$ cat src/rtl/scan_decoder_pkg.sv
// Shared encodings and sizing helpers for the scan decoder.
package scan_decoder_pkg;

    typedef enum logic {
        MODE_DIRECT = 1'b0,
        MODE_SCAN   = 1'b1
    } mode_e;

    typedef enum logic {
        DIR_UP   = 1'b0,
        DIR_DOWN = 1'b1
    } dir_e;

    // Number of one-hot outputs for an N-bit select.
    function automatic int unsigned num_out(input int unsigned n);
        return 32'd1 << n;
    endfunction

    // Bits needed to hold DWELL-1, never less than one.
    function automatic int unsigned cnt_width(input int unsigned dwell);
        return (dwell > 32'd1) ? $clog2(dwell) : 32'd1;
    endfunction

endpackage

$ cat src/rtl/scan_decoder_if.sv
// Control and decoded-output bundle between a controller and the scan decoder.
interface scan_decoder_if #(
    parameter int unsigned N = 4
);
    import scan_decoder_pkg::*;

    localparam int unsigned NUM_OUT = num_out(N);

    logic [N-1:0]         w;
    logic                 En;
    logic                 Load;
    logic                 Mode;
    logic                 Dir;
    logic [0:NUM_OUT-1]   y;
    logic [N-1:0]         Idx;
    logic                 Wrap;

    modport master (
        output w, En, Load, Mode, Dir,
        input  y, Idx, Wrap
    );

    modport slave (
        input  w, En, Load, Mode, Dir,
        output y, Idx, Wrap
    );

endinterface

$ cat src/rtl/scan_decoder_onehot_dec.sv
// Combinational N-to-2**N one-hot decoder with an output enable.
module onehot_dec
    import scan_decoder_pkg::*;
#(
    parameter int unsigned N = 4
) (
    input  logic [N-1:0]          sel_i,
    input  logic                  en_i,
    output logic [0:num_out(N)-1] y_o
);

    // Drive exactly the selected line when enabled, nothing otherwise.
    always_comb begin
        y_o = '0;
        if (en_i) begin
            y_o[sel_i] = 1'b1;
        end
    end

endmodule

$ cat src/rtl/scan_decoder.sv
// Loadable one-hot decoder with an optional dwell-timed auto-scan of the index.
module scan_decoder
    import scan_decoder_pkg::*;
#(
    parameter int unsigned N     = 4,
    parameter int unsigned DWELL = 1
) (
    input  logic          Clock,
    input  logic          Reset,
    scan_decoder_if.slave bus
);

    localparam int unsigned NUM_OUT  = num_out(N);
    localparam int unsigned DW       = cnt_width(DWELL);
    localparam logic [N-1:0] IDX_MAX = N'(NUM_OUT - 1);
    localparam logic [DW-1:0] DCNT_LAST = DW'(DWELL - 1);
    // A 1-bit index wraps on every move, whichever way it goes.
    localparam bit   WRAP_ALWAYS = (N == 1);

    logic [N-1:0]       idx_q, idx_d;
    logic [DW-1:0]      dcnt_q, dcnt_d;
    logic               wrap_q, wrap_d;
    logic               en_q;
    logic               mode_q;
    logic               dir_q;
    logic               seen_q;
    logic               chg_c;
    logic [0:NUM_OUT-1] y_c;

    // Next index, dwell count and wrap flag; Load beats a mode/dir change, which beats a scan step.
    always_comb begin
        idx_d  = idx_q;
        dcnt_d = dcnt_q;
        wrap_d = 1'b0;
        // mode_q/dir_q are only meaningful once one edge has been seen since reset.
        chg_c  = seen_q && ((bus.Mode != mode_q) || (bus.Dir != dir_q));

        if (bus.Load) begin
            idx_d  = bus.w;
            dcnt_d = '0;
        end else if (bus.Mode == MODE_DIRECT) begin
            dcnt_d = '0;
        end else if (chg_c) begin
            dcnt_d = '0;
        end else if (bus.En) begin
            if (dcnt_q == DCNT_LAST) begin
                dcnt_d = '0;
                if (bus.Dir == DIR_UP) begin
                    idx_d  = idx_q + N'(1);
                    wrap_d = WRAP_ALWAYS || (idx_q == IDX_MAX);
                end else begin
                    idx_d  = idx_q - N'(1);
                    wrap_d = WRAP_ALWAYS || (idx_q == '0);
                end
            end else begin
                dcnt_d = dcnt_q + DW'(1);
            end
        end
    end

    // State register; reset clears everything without waiting for a clock.
    always_ff @(posedge Clock or posedge Reset) begin
        if (Reset) begin
            idx_q  <= '0;
            dcnt_q <= '0;
            wrap_q <= 1'b0;
            en_q   <= 1'b0;
            mode_q <= 1'b0;
            dir_q  <= 1'b0;
            seen_q <= 1'b0;
        end else begin
            idx_q  <= idx_d;
            dcnt_q <= dcnt_d;
            wrap_q <= wrap_d;
            en_q   <= bus.En;
            mode_q <= bus.Mode;
            dir_q  <= bus.Dir;
            seen_q <= 1'b1;
        end
    end

    onehot_dec #(
        .N (N)
    ) u_dec (
        .sel_i (idx_q),
        .en_i  (en_q),
        .y_o   (y_c)
    );

    assign bus.y    = y_c;
    assign bus.Idx  = idx_q;
    assign bus.Wrap = wrap_q;

endmodule

$ cat src/flat_wrapper.sv
// flat-port wrapper written by rule: the top's interface ports become plain ports
module scan_decoder_flat import scan_decoder_pkg::*;
#(
    parameter int unsigned N     = 4,
    parameter int unsigned DWELL = 1
)
  (Clock, Reset, bus_w, bus_En, bus_Load, bus_Mode, bus_Dir, bus_y, bus_Idx, bus_Wrap);
  scan_decoder_if #(.N(N)) bus_i ();
  input  logic Clock;
  input  logic Reset;
  input wire logic [$bits(bus_i.w)-1:0] bus_w;
  input wire logic [$bits(bus_i.En)-1:0] bus_En;
  input wire logic [$bits(bus_i.Load)-1:0] bus_Load;
  input wire logic [$bits(bus_i.Mode)-1:0] bus_Mode;
  input wire logic [$bits(bus_i.Dir)-1:0] bus_Dir;
  output wire logic [$bits(bus_i.y)-1:0] bus_y;
  output wire logic [$bits(bus_i.Idx)-1:0] bus_Idx;
  output wire logic [$bits(bus_i.Wrap)-1:0] bus_Wrap;
  assign bus_i.w = bus_w;
  assign bus_i.En = bus_En;
  assign bus_i.Load = bus_Load;
  assign bus_i.Mode = bus_Mode;
  assign bus_i.Dir = bus_Dir;
  assign bus_y = bus_i.y;
  assign bus_Idx = bus_i.Idx;
  assign bus_Wrap = bus_i.Wrap;
  scan_decoder #(.N(N), .DWELL(DWELL)) u_core (.Clock(Clock), .Reset(Reset), .bus(bus_i));
endmodule
$ cat config.mk
export PLATFORM = sky130hd
export DESIGN_NAME = scan_decoder_flat
export DESIGN_NICKNAME = d
export VERILOG_FILES = /design/src/rtl/scan_decoder_pkg.sv /design/src/rtl/scan_decoder_if.sv /design/src/rtl/scan_decoder_onehot_dec.sv /design/src/rtl/scan_decoder.sv /design/src/flat_wrapper.sv
export SDC_FILE = /design/constraint.sdc
export NUM_CORES = 1
export LEC_CHECK = 0
export BUFFER_PORTS_ARGS = -buffer_cell sky130_fd_sc_hd__buf_2
export CAP_MARGIN = 20
export CORE_MARGIN = 5
export CORE_UTILIZATION = 35
export DETAILED_ROUTE_END_ITERATION = 7
export GPL_ROUTABILITY_DRIVEN = 0
export GPL_TIMING_DRIVEN = 1
export SETUP_SLACK_MARGIN = 0.3
export SYNTH_ARGS = -nofsm -noshare
export SYNTH_HDL_FRONTEND = slang
export SYNTH_HIERARCHICAL = 1
export SYNTH_SLANG_ARGS = --single-unit
$ cat constraint.sdc
create_clock -name Clock -period 4.4 [get_ports Clock]
set_clock_uncertainty 0.1 [all_clocks]
set_input_delay 0.66 -clock Clock [delete_from_list [all_inputs] [get_ports Clock]]
set_output_delay 0.66 -clock Clock [all_outputs]
set_load 0.01 [all_outputs]
==> metrics.cfg <==
[outcome]
status = finished, final reports clean

[timing]
setup_viol = 0
slew_viol_final = 0
finalSetupTns_ns = 0
fin_crit_ns = 2.18
max_freq_mhz = 460
rsz0062_at_grt = false
finalCritPeriodShare_pct = 49.5
timing.hold.ws_ns = 0.249
hold_violations = 0

[cells_and_area]
n_antenna_cell = 0
layout-drive-gt1-share_pct = 37.3
fin_cells = 118
design_area_um2 = 786
nFillCells = 154
layout_common_cells = 30 x buf_2, 12 x nor2_1, 9 x dfrtp_1
finalNetCount = 116
mostFrequentLayoutCell = buf_2
areaGrowthSynthToFinish_pct = 33.3

[routing]
vias_per_cell = 5.11
ant_nets = 0
dr.pass1.iters = 4
wl_per_cell_um = 12.2
vias = 603
drc = 0
drt-total-wl_um = 1430
drt_first_iter_violations = 6

[worst_setup_path]
worstPathRequired_ns = 3.64
critical_path_class = reg2out
critPathMaxFanout = 9
cp-end-kind = primary output
worstSetupStartpointType = flop
critPathArrivalTime_ns = 1.42
rrSetupSlack_ns = 2.43

[die]
die_h_um = 51.0
initial_core_util_pct = 37.8
row_count = 14
dieArea_um2 = 2600
die_x_um = 51.0
ios = 31
core-area_um2 = 1560

[clocking]
clock_latency_ns = 0.25
numClockSinks = 9
cts_root_buf = clkbuf_4
clk_path_buf_depth = 2
cts_tree = built
cts_setup_buffers = 0
cts_buffers = 3
h-tree-depth = 1
cts.clk_slew.worst_paths_ns = 0.06
holdBufCountCts = 0
cts_resized = 0

[power_and_ir_drop]
ir_drop_mv = 0.244
power_leakage_nw = 0.404
clockPowerShare_pct = 25.4
pwr-share-seq_pct = 44.5
total_power_w = 0.000237
cellPowerDensity_nw_per_um2 = 301
p_int_w = 0.000156
netSwitchingFraction_pct = 33.9
comb_power_share_pct = 30.1
switching_power_w = 0.0000803

[grt]
overflow = 0
grt_max_degree = 14
grt_pass1_vias = 524
grt_pass1_wl_um = 2270
grtUsageTotal_pct = 11.6
antenna_found_initial = 0

[placement]
port-buffer-count = 30
hpwl_um = 1140
placed_cells = 114
place_area_um2 = 759

[yosys]
avgSynthCellArea_um2 = 8.67
synth_area_leaders = dfrtp_1 38%, nor2_1 7.6%, nor3_1 5.1%
synth_seq_cells = 9
synth_warnings = 6
synth_top_area_share_pct = 38.2
synth_top_area_cell = dfrtp_1
yosysSeqAreaShare_pct = 38.2
synth_fp_nets = 81
ys_types = 27
netlist_area_um2 = 589
syn_inst = 68

[worst_hold_path]
worstHoldPathType = in2async

[run]
maxCapViolCount = 0

[registers in the layout, summed over array words and instances, names as in the netlist]
register,count
u_core/mode_q,1
u_core/bus.Wrap,1
u_core/dir_q,1
u_core/en_q,1
u_core/seen_q,1
u_core/bus.Idx,4
[cell usage after synthesis]
| cell type | n |
|---|---|
| a21oi_1 | 2 |
| a31oi_1 | 2 |
| and3_1 | 1 |
| conb_1 | 1 |
| dfrtp_1 | 9 |
| fa_1 | 1 |
| ha_1 | 2 |
| inv_1 | 5 |
| mux2_2 | 1 |
| mux2i_1 | 2 |
| nand2_1 | 4 |
| nand2b_1 | 2 |
| nand3_1 | 3 |
| nand3_2 | 1 |
| nand3b_1 | 2 |
| nor2_1 | 12 |
| nor2_2 | 1 |
| nor3_1 | 6 |
| nor3_2 | 1 |
| o21ai_0 | 2 |
| o22a_1 | 1 |
| o22ai_1 | 1 |
| o31ai_1 | 1 |
| or3b_4 | 1 |
| or4_1 | 1 |
| xnor2_1 | 2 |
| xor2_1 | 1 |
[power groups by stage]
stage / Clock [W] / Sequential, W / Combinational (W)
2_1_floorplan: 0 / 0.000105 / 0.0000461
3_3_place_gp: 0 / 0.000106 / 0.0000702
3_5_place_dp: 0 / 0.000107 / 0.0000719
4_1_cts: 0.0000634 / 0.000106 / 0.0000720
5_1_grt: 0.0000703 / 0.000107 / 0.0000792
6_report: 0.0000602 / 0.000105 / 0.0000712
[stage by stage]
stage               setup slack, ns  util (%)
finish                         2.22      50.4
global route                   2.15      50.4
CTS                            2.20      50.4
detailed placement             2.10      48.7
global placement               2.14      48.7
floorplan                      2.34         -
[area by class of cell]
type | instances | area [um^2] | share of cell area (%)
clock buffer | 4 | 26.3 | 3.34
inverter | 5 | 18.8 | 2.39
multi-input combinational | 54 | 345 | 43.9
sequential | 9 | 225 | 28.7
tap | 16 | 20.0 | 2.55
timing repair buffer | 30 | 150 | 19.1
[layer usage]
metal / part of all wire (%) / routed length [um] / global-route usage (%)
met5: 0 / 0 / 0
met1: 38 / 543 / 13.4
met4: 0.84 / 12 / 2.69
met2: 48 / 691 / 19.7
met3: 13 / 186 / 5.23
[worst paths after layout]
kind                                               startpoint                            end  cells past startpoint
worst min register to register        u_core/seen_q$_DFF_PP0_      u_core/bus.Wrap$_DFF_PP0_                      2
worst min-delay path                                    Reset        u_core/mode_q$_DFF_PP0_                      2
worst max-delay path            u_core/bus.Idx[3]$_DFFE_PP0P_                      bus_y[15]                      3
max in group asynchronous                               Reset         u_core/dir_q$_DFF_PP0_                      2
worst max register to register  u_core/bus.Idx[2]$_DFFE_PP0P_  u_core/bus.Idx[3]$_DFFE_PP0P_                      5
min in group Clock                                     bus_En          u_core/en_q$_DFF_PP0_                      1
[kinds of logic after synthesis]
family | count (synthesis) | share of synthesized area, %
xor+xnor | 3 | 4.46
simple gates | 35 | 31.2
flops | 9 | 38.2
buf+inv | 5 | 3.19
fa+ha+maj | 3 | 7.64
other cells | 1 | 0.636
compound gates | 9 | 9.34
mux | 3 | 5.31
[critical path, cell delays in order (launching register included)]
cell and delay, ns:
dfrtp_1 0.46, or3b_4 0.46, nor3_2 0.10, buf_2 0.15
Note: power is estimated with default switching activity, not from simulation.
